==> config.mk <==
export PLATFORM = sky130hd
export DESIGN_NAME = rv32m_muldiv
export DESIGN_NICKNAME = d
export VERILOG_FILES = /design/src/rtl/rv32m_muldiv.sv
export SDC_FILE = /design/constraint.sdc
export NUM_CORES = 2
export LEC_CHECK = 0
export CAP_MARGIN = 0
export CORE_MARGIN = 3
export CORE_UTILIZATION = 50
export DETAILED_ROUTE_END_ITERATION = 16
export PLACE_DENSITY = 0.75
export SYNTH_ARGS = -nofsm -noshare
export SYNTH_HDL_FRONTEND = slang
export SYNTH_SLANG_ARGS = --single-unit
==> constraint.sdc <==
create_clock -name i_clk -period 11.6 [get_ports i_clk]
set_input_delay 3.48 -clock i_clk [delete_from_list [all_inputs] [get_ports i_clk]]
set_output_delay 3.48 -clock i_clk [all_outputs]
set_load 0.005 [all_outputs]
==> src/rtl/rv32m_muldiv.sv <==
// RV32M multiply/divide unit: two-cycle multiplier plus a 32-step radix-2 restoring divider.
// Optional macro MULDIV_EARLY_OUT_EN lets divide-by-zero and signed-overflow divides skip iterating.
module rv32m_muldiv #(
    parameter int WIDTH = 32
) (
    input  logic             i_clk,
    input  logic             i_rst_n,
    input  logic             i_valid,
    output logic             o_ready,
    input  logic [2:0]       i_op,
    input  logic [WIDTH-1:0] i_rs1,
    input  logic [WIDTH-1:0] i_rs2,
    input  logic             i_flush,
    output logic             o_valid,
    output logic [WIDTH-1:0] o_result
);
    localparam int CW = $clog2(WIDTH);
    localparam logic [WIDTH-1:0] ALL_ONES  = {WIDTH{1'b1}};
    localparam logic [WIDTH-1:0] ZERO      = {WIDTH{1'b0}};
    localparam logic [WIDTH-1:0] MIN_NEG   = {1'b1, {(WIDTH-1){1'b0}}};
    localparam logic [CW-1:0]    LAST_STEP = CW'(WIDTH-1);

    typedef enum logic [1:0] {
        ST_IDLE = 2'd0,
        ST_MUL  = 2'd1,
        ST_DIV  = 2'd2,
        ST_DONE = 2'd3
    } state_t;

    state_t           state_r, fsm_next_s, state_next_s;
    logic             ready_r, valid_r;
    logic [2:0]       op_r;
    logic [WIDTH-1:0] a_r, b_r, q_r, rem_r, res_r, held_r;
    logic [CW-1:0]    count_r;
    logic             accept_s, early_s;
    logic [WIDTH-1:0] dmag_s, q_next_s, rem_next_s;
    logic [WIDTH:0]   rem_shift_s, diff_s;

    function automatic logic [WIDTH-1:0] magnitude(input logic [WIDTH-1:0] v, input logic is_signed);
        if (is_signed && v[WIDTH-1]) begin
            return -v;
        end else begin
            return v;
        end
    endfunction

    // Sign fix-up of the unsigned quotient/remainder; divide-by-zero results are architectural constants.
    function automatic logic [WIDTH-1:0] div_result(input logic is_signed, input logic want_rem,
                                                    input logic [WIDTH-1:0] a, input logic [WIDTH-1:0] b,
                                                    input logic [WIDTH-1:0] q, input logic [WIDTH-1:0] r);
        logic             a_neg, b_neg, dz;
        logic [WIDTH-1:0] quot, rmd;
        a_neg = is_signed & a[WIDTH-1];
        b_neg = is_signed & b[WIDTH-1];
        dz    = (b == ZERO);
        quot  = dz ? ALL_ONES : ((a_neg ^ b_neg) ? -q : q);
        rmd   = dz ? a : (a_neg ? -r : r);
        return want_rem ? rmd : quot;
    endfunction

    function automatic logic [WIDTH-1:0] mul_result(input logic [2:0] op, input logic [WIDTH-1:0] a,
                                                    input logic [WIDTH-1:0] b);
        logic               a_sx, b_sx;
        logic [2*WIDTH-1:0] a_w, b_w, p;
        a_sx = ((op == 3'b001) || (op == 3'b010)) & a[WIDTH-1];
        b_sx = (op == 3'b001) & b[WIDTH-1];
        a_w  = {{WIDTH{a_sx}}, a};
        b_w  = {{WIDTH{b_sx}}, b};
        p    = a_w * b_w;
        if (op[1:0] == 2'b00) begin
            return p[WIDTH-1:0];
        end else begin
            return p[2*WIDTH-1:WIDTH];
        end
    endfunction

    assign accept_s = i_valid & ready_r & ~i_flush;

`ifdef MULDIV_EARLY_OUT_EN
    assign early_s = (i_rs2 == ZERO) | (~i_op[0] & (i_rs1 == MIN_NEG) & (i_rs2 == ALL_ONES));
`else
    assign early_s = 1'b0;
`endif

    // Next-state decode; flush overrides everything, including a same-cycle accept.
    always_comb begin
        fsm_next_s = state_r;
        case (state_r)
            ST_IDLE: begin
                if (accept_s && !i_op[2]) begin
                    fsm_next_s = ST_MUL;
                end else if (accept_s && early_s) begin
                    fsm_next_s = ST_DONE;
                end else if (accept_s) begin
                    fsm_next_s = ST_DIV;
                end else begin
                    fsm_next_s = ST_IDLE;
                end
            end
            ST_MUL:  fsm_next_s = ST_DONE;
            ST_DIV: begin
                if (count_r == LAST_STEP) begin
                    fsm_next_s = ST_DONE;
                end else begin
                    fsm_next_s = ST_DIV;
                end
            end
            ST_DONE: fsm_next_s = ST_IDLE;
            default: fsm_next_s = ST_IDLE;
        endcase
        state_next_s = i_flush ? ST_IDLE : fsm_next_s;
    end

    // One restoring step: shift in the next dividend bit, subtract if it fits.
    always_comb begin
        dmag_s      = magnitude(b_r, ~op_r[0]);
        rem_shift_s = {rem_r, q_r[WIDTH-1]};
        diff_s      = rem_shift_s - {1'b0, dmag_s};
        if (!diff_s[WIDTH]) begin
            rem_next_s = diff_s[WIDTH-1:0];
            q_next_s   = {q_r[WIDTH-2:0], 1'b1};
        end else begin
            rem_next_s = rem_shift_s[WIDTH-1:0];
            q_next_s   = {q_r[WIDTH-2:0], 1'b0};
        end
    end

    // State register with registered ready/valid decoded from the next state.
    always_ff @(posedge i_clk or negedge i_rst_n) begin
        if (!i_rst_n) begin
            state_r <= ST_IDLE;
            ready_r <= 1'b1;
            valid_r <= 1'b0;
        end else begin
            state_r <= state_next_s;
            ready_r <= (state_next_s == ST_IDLE);
            valid_r <= (state_next_s == ST_DONE);
        end
    end

    // Operand capture, divider iteration and result registers.
    always_ff @(posedge i_clk or negedge i_rst_n) begin
        if (!i_rst_n) begin
            op_r    <= 3'd0;
            a_r     <= ZERO;
            b_r     <= ZERO;
            q_r     <= ZERO;
            rem_r   <= ZERO;
            count_r <= {CW{1'b0}};
            res_r   <= ZERO;
            held_r  <= ZERO;
        end else begin
            case (state_r)
                ST_IDLE: begin
                    if (accept_s) begin
                        op_r    <= i_op;
                        a_r     <= i_rs1;
                        b_r     <= i_rs2;
                        q_r     <= magnitude(i_rs1, ~i_op[0]);
                        rem_r   <= ZERO;
                        count_r <= {CW{1'b0}};
                        if (i_op[2] && early_s) begin
                            res_r <= div_result(~i_op[0], i_op[1], i_rs1, i_rs2, MIN_NEG, ZERO);
                        end
                    end
                end
                ST_MUL: res_r <= mul_result(op_r, a_r, b_r);
                ST_DIV: begin
                    q_r     <= q_next_s;
                    rem_r   <= rem_next_s;
                    count_r <= count_r + {{(CW-1){1'b0}}, 1'b1};
                    if (count_r == LAST_STEP) begin
                        res_r <= div_result(~op_r[0], op_r[1], a_r, b_r, q_next_s, rem_next_s);
                    end
                end
                ST_DONE: begin
                    if (!i_flush) begin
                        held_r <= res_r;
                    end
                end
                default: held_r <= held_r;
            endcase
        end
    end

    // A flush in DONE hides the new result and keeps the previously delivered one visible.
    assign o_ready  = ready_r;
    assign o_valid  = valid_r & ~i_flush;
    assign o_result = o_valid ? res_r : held_r;

endmodule

==> flow_summary_export.csv <==
group,metric,value,unit
status,status,"finished, final reports clean",
die,fp.dieArea,0.110,mm^2
global_route,track_usage,30.6,%
timing,fin_tns_setup,0,ns
die,die_x,331,um
cts,cts.sinks,204,
worst_setup_path,start_kind,"flop",
logic_synthesis,yosys.area.top_type,"fa_1",
cts,htree_levels,1,
global_route,grt_util_met2,48.5,%
cts,root_buffer,"clkbuf_16",
die,rows,118,
logic_synthesis,yosys_warnings,0,
cts,postCtsSetupBuffers,0,
die,start_util,50.7,%
cts,cts_made_buffers,25,
drt,dr.pass1.iters,6,
logic_synthesis,synth_area_leaders,"fa_1 (43%), dfrtp_1 (9.6%), inv_1 (8.6%)",
drt,final_antenna_net_count,0,
drt,wire_per_inst,22.6,um
cts,clk_pin_slew_worst_paths,0.07,ns
min_path,holdPathEnd,"count_r[4]$_DFFE_PN0P_",
cells_and_area,area_growth,5.97,%
min_path,hp-class,"flop to flop",
cells_and_area,design_area,0.0560,mm^2
drt,via_per_inst,5.82,
global_route,globalRouteOverflowTotal,0,
timing,min_period,9.90,ns
timing,fmax,101,MHz
worst_setup_path,regToRegStartpoint,"op_r[0]$_DFFE_PN0P_",
logic_synthesis,syn_nets,7434,
drt,drcViolationCount,0,
place,placed_cell_area,0.0551,mm^2
logic_synthesis,synthArstFlopShare,100,%
place,io_buffers,104,
global_route,antenna_found_initial,7,
logic_synthesis,avgSynthCellArea,8.84,um^2
logic_synthesis,syn_area,0.0529,mm^2
global_route,grt_pass1_vias,44577,
global_route,met3_usage,7.26,%
global_route,grt_pass1_wl,257000,um
logic_synthesis,ys_ff_latch,204,
drt,vias,42202,
worst_setup_path,reg2regPathDepth,29,
worst_setup_path,endpoint_kind,"flop",
worst_setup_path,cp_max_fo,31,
timing,slew_viol_final,0,
global_route,grt_max_degree,93,
cells_and_area,drive_gt1_share,5.78,%
worst_setup_path,cp.arrival,10.40,ns
logic_synthesis,synth_top_area_share,42.6,%
timing,hold_viol,0,
drt,wirelength,164000,um
min_path,min_path_cells,2,
die,core-area,0.104,mm^2
drt,first_iter_violations,3950,
min_path,min-delay-start,"count_r[4]$_DFFE_PN0P_",
die,fp.dieH,331,um
cts,cts-resized-gates,0,
cts,cts_tree,"built",
worst_setup_path,path_class,"flop to flop",
place,dp_hpwl,131000,um
worst_setup_path,r2r_end,"res_r[28]$_DFFE_PN0P_",
timing,fin_skew,0.0268,ns
timing,max-slew-margin-rel,18.8,%
logic_synthesis,ys_types,91,
worst_setup_path,required,12.10,ns
worst_setup_path,critPathMaxStageDelay,0.78,ns
logic_synthesis,synthFlopType,"dfrtp_1",
cts,holdBufCountCts,0,
timing,finalSetupViolations,0,
timing,finalCritPeriodShare,85.3,%
job,max-cap-violations,0,
global_route,grt_util_met1,39.7,%
timing,tightest_slew,1.22,ns
cts,clk_latency,0.61,ns
logic_synthesis,synth_edf_count,0,
cells_and_area,fin_nets,7302,
worst_setup_path,cp_common_cell,"fa_1",
cts,clock_path_buffers,3,
timing,rsz0062_at_grt,"no",
logic_synthesis,synthCells,5982,
global_route,gr-max-usage-layer,"met2",
logic_synthesis,ys_seq_area_share,9.66,%
worst_setup_path,slowest_stage,"fa_1",
place,gp_congestion,1.03,
worst_setup_path,r2r_setup_slack,1.70,ns
die,ios,105,
==> routing by layer <==
layer,vias up,routed length (um)
met5,-,37
met4,6,9820
met3,503,16300
met2,2147,74300
met1,21605,63200
li1,17941,-
==> kinds of logic (layout without fill, tap and decap cells) <==
kind of cell               Yosys count  in the layout  synth area share, %
AOI/OAI and AO/OA                  717            717                 8.66
xor gates and xnor gates           201            201                 3.33
adders and majority gates         1381           1381                 48.7
buffers and inverters             1587           1474                 11.3
DFF                                204            204                 9.66
muxes                              147            147                 3.09
other                                0              4                    0
and+or+nand+nor                   1745           1745                 15.3
==> worst max-delay path by stage <==
stage	startpoint	end	cells past startpoint
2_1_floorplan	a_r[31]$_DFFE_PN0P_	res_r[28]$_DFFE_PN0P_	28
3_3_place_gp	op_r[0]$_DFFE_PN0P_	res_r[28]$_DFFE_PN0P_	29
3_5_place_dp	op_r[0]$_DFFE_PN0P_	res_r[28]$_DFFE_PN0P_	29
4_1_cts	op_r[0]$_DFFE_PN0P_	res_r[28]$_DFFE_PN0P_	29
5_1_grt	op_r[0]$_DFFE_PN0P_	res_r[28]$_DFFE_PN0P_	29
6_report	op_r[0]$_DFFE_PN0P_	res_r[28]$_DFFE_PN0P_	29
==> cell usage in the layout (no fill, tap or decap), drive strengths merged, types with 10 or more instances in the layout <==
cell	netlist	routed
nand3	31	31
nor2	189	189
clkdlybuf4s50	0	103
and2	322	322
o211ai	19	19
a221oi	10	10
a211oi	33	33
dfrtp	203	203
buf	57	113
mux2i	19	19
nor4	19	19
nor2b	24	24
mux2	128	128
xor2	83	83
nand4	29	29
fa	1126	1126
ha	255	255
o22ai	11	11
clkbuf	318	32
o41ai	13	13
xnor2	118	118
nor3	40	40
or3	23	23
or2	20	20
and3	11	11
o21ai	188	188
a21o	47	47
or4	15	15
o21bai	13	13
nand2	966	966
a22oi	12	12
o31ai	26	26
nand2b	21	21
inv	1210	1213
a21oi	218	218
o221ai	11	11
a31oi	30	30
==> area by class of cell <==
type	count	area (um^2)
fill	9422	48200
multi-input combinational	4191	41800
sequential	204	5110
inverter	1212	4550
timing repair buffer	216	1910
tap	1380	1730
clock buffer	32	722
clock inverter	14	188
antenna	4	10.0
==> cell usage after synthesis, types with 8 or more instances <==
cell / number
a22o_1: 8
buf_1: 44
buf_2: 13
or3_1: 23
or2_2: 17
o211ai_1: 18
o41ai_1: 12
nor4_1: 18
xor2_1: 83
mux2i_1: 19
fa_1: 1126
o22ai_1: 10
o221ai_1: 11
and2_1: 322
nor3_1: 39
mux2_2: 128
a22oi_1: 12
nand3_1: 31
xnor2_1: 118
inv_1: 1209
dfrtp_1: 203
a211oi_1: 32
a21o_1: 47
nand4_1: 27
ha_1: 255
and3_1: 10
a21oi_1: 218
nor2_1: 189
nor2b_1: 24
clkbuf_1: 318
o21a_1: 8
a31oi_1: 30
nand2_1: 966
o31ai_1: 25
or4_1: 14
o21ai_0: 169
nand2b_1: 21
o21ai_1: 18
o21bai_1: 13
a221oi_1: 9
==> stage by stage <==
step	util [%]	hold slack, ns	instances	setup slack (ns)
2_1_floorplan	-	0.445	5982	2.82
4_1_cts	53.7	0.487	7249	1.77
5_1_grt	53.7	0.515	7249	1.22
3_5_place_dp	52.9	0.472	7203	1.81
3_3_place_gp	52.9	0.456	7203	1.94
6_report	53.7	0.490	7253	1.70
==> critical path: cells and delay by family, from the launching register on <==
family	cells	cell delay [ns]
flops	1	0.56
mux	1	0.14
simple gates	3	0.58
buf+inv	8	1.49
compound gates	7	1.73
fa+ha+maj	9	4.94
xor+xnor	1	0.34
==> sequential cells by signal, summed over array words and instances (netlist names) <==
| signal | cells |
|---|---|
| valid_r | 1 |
| state_r | 2 |
| b_r | 32 |
| o_ready | 1 |
| res_r | 32 |
| a_r | 32 |
| q_r | 32 |
| rem_r | 32 |
| count_r | 5 |
| held_r | 32 |
| op_r | 3 |
Power is left out: the tool's default activity adds up to more than one toggle a clock period on the data nets, which glitch-free logic cannot reach.
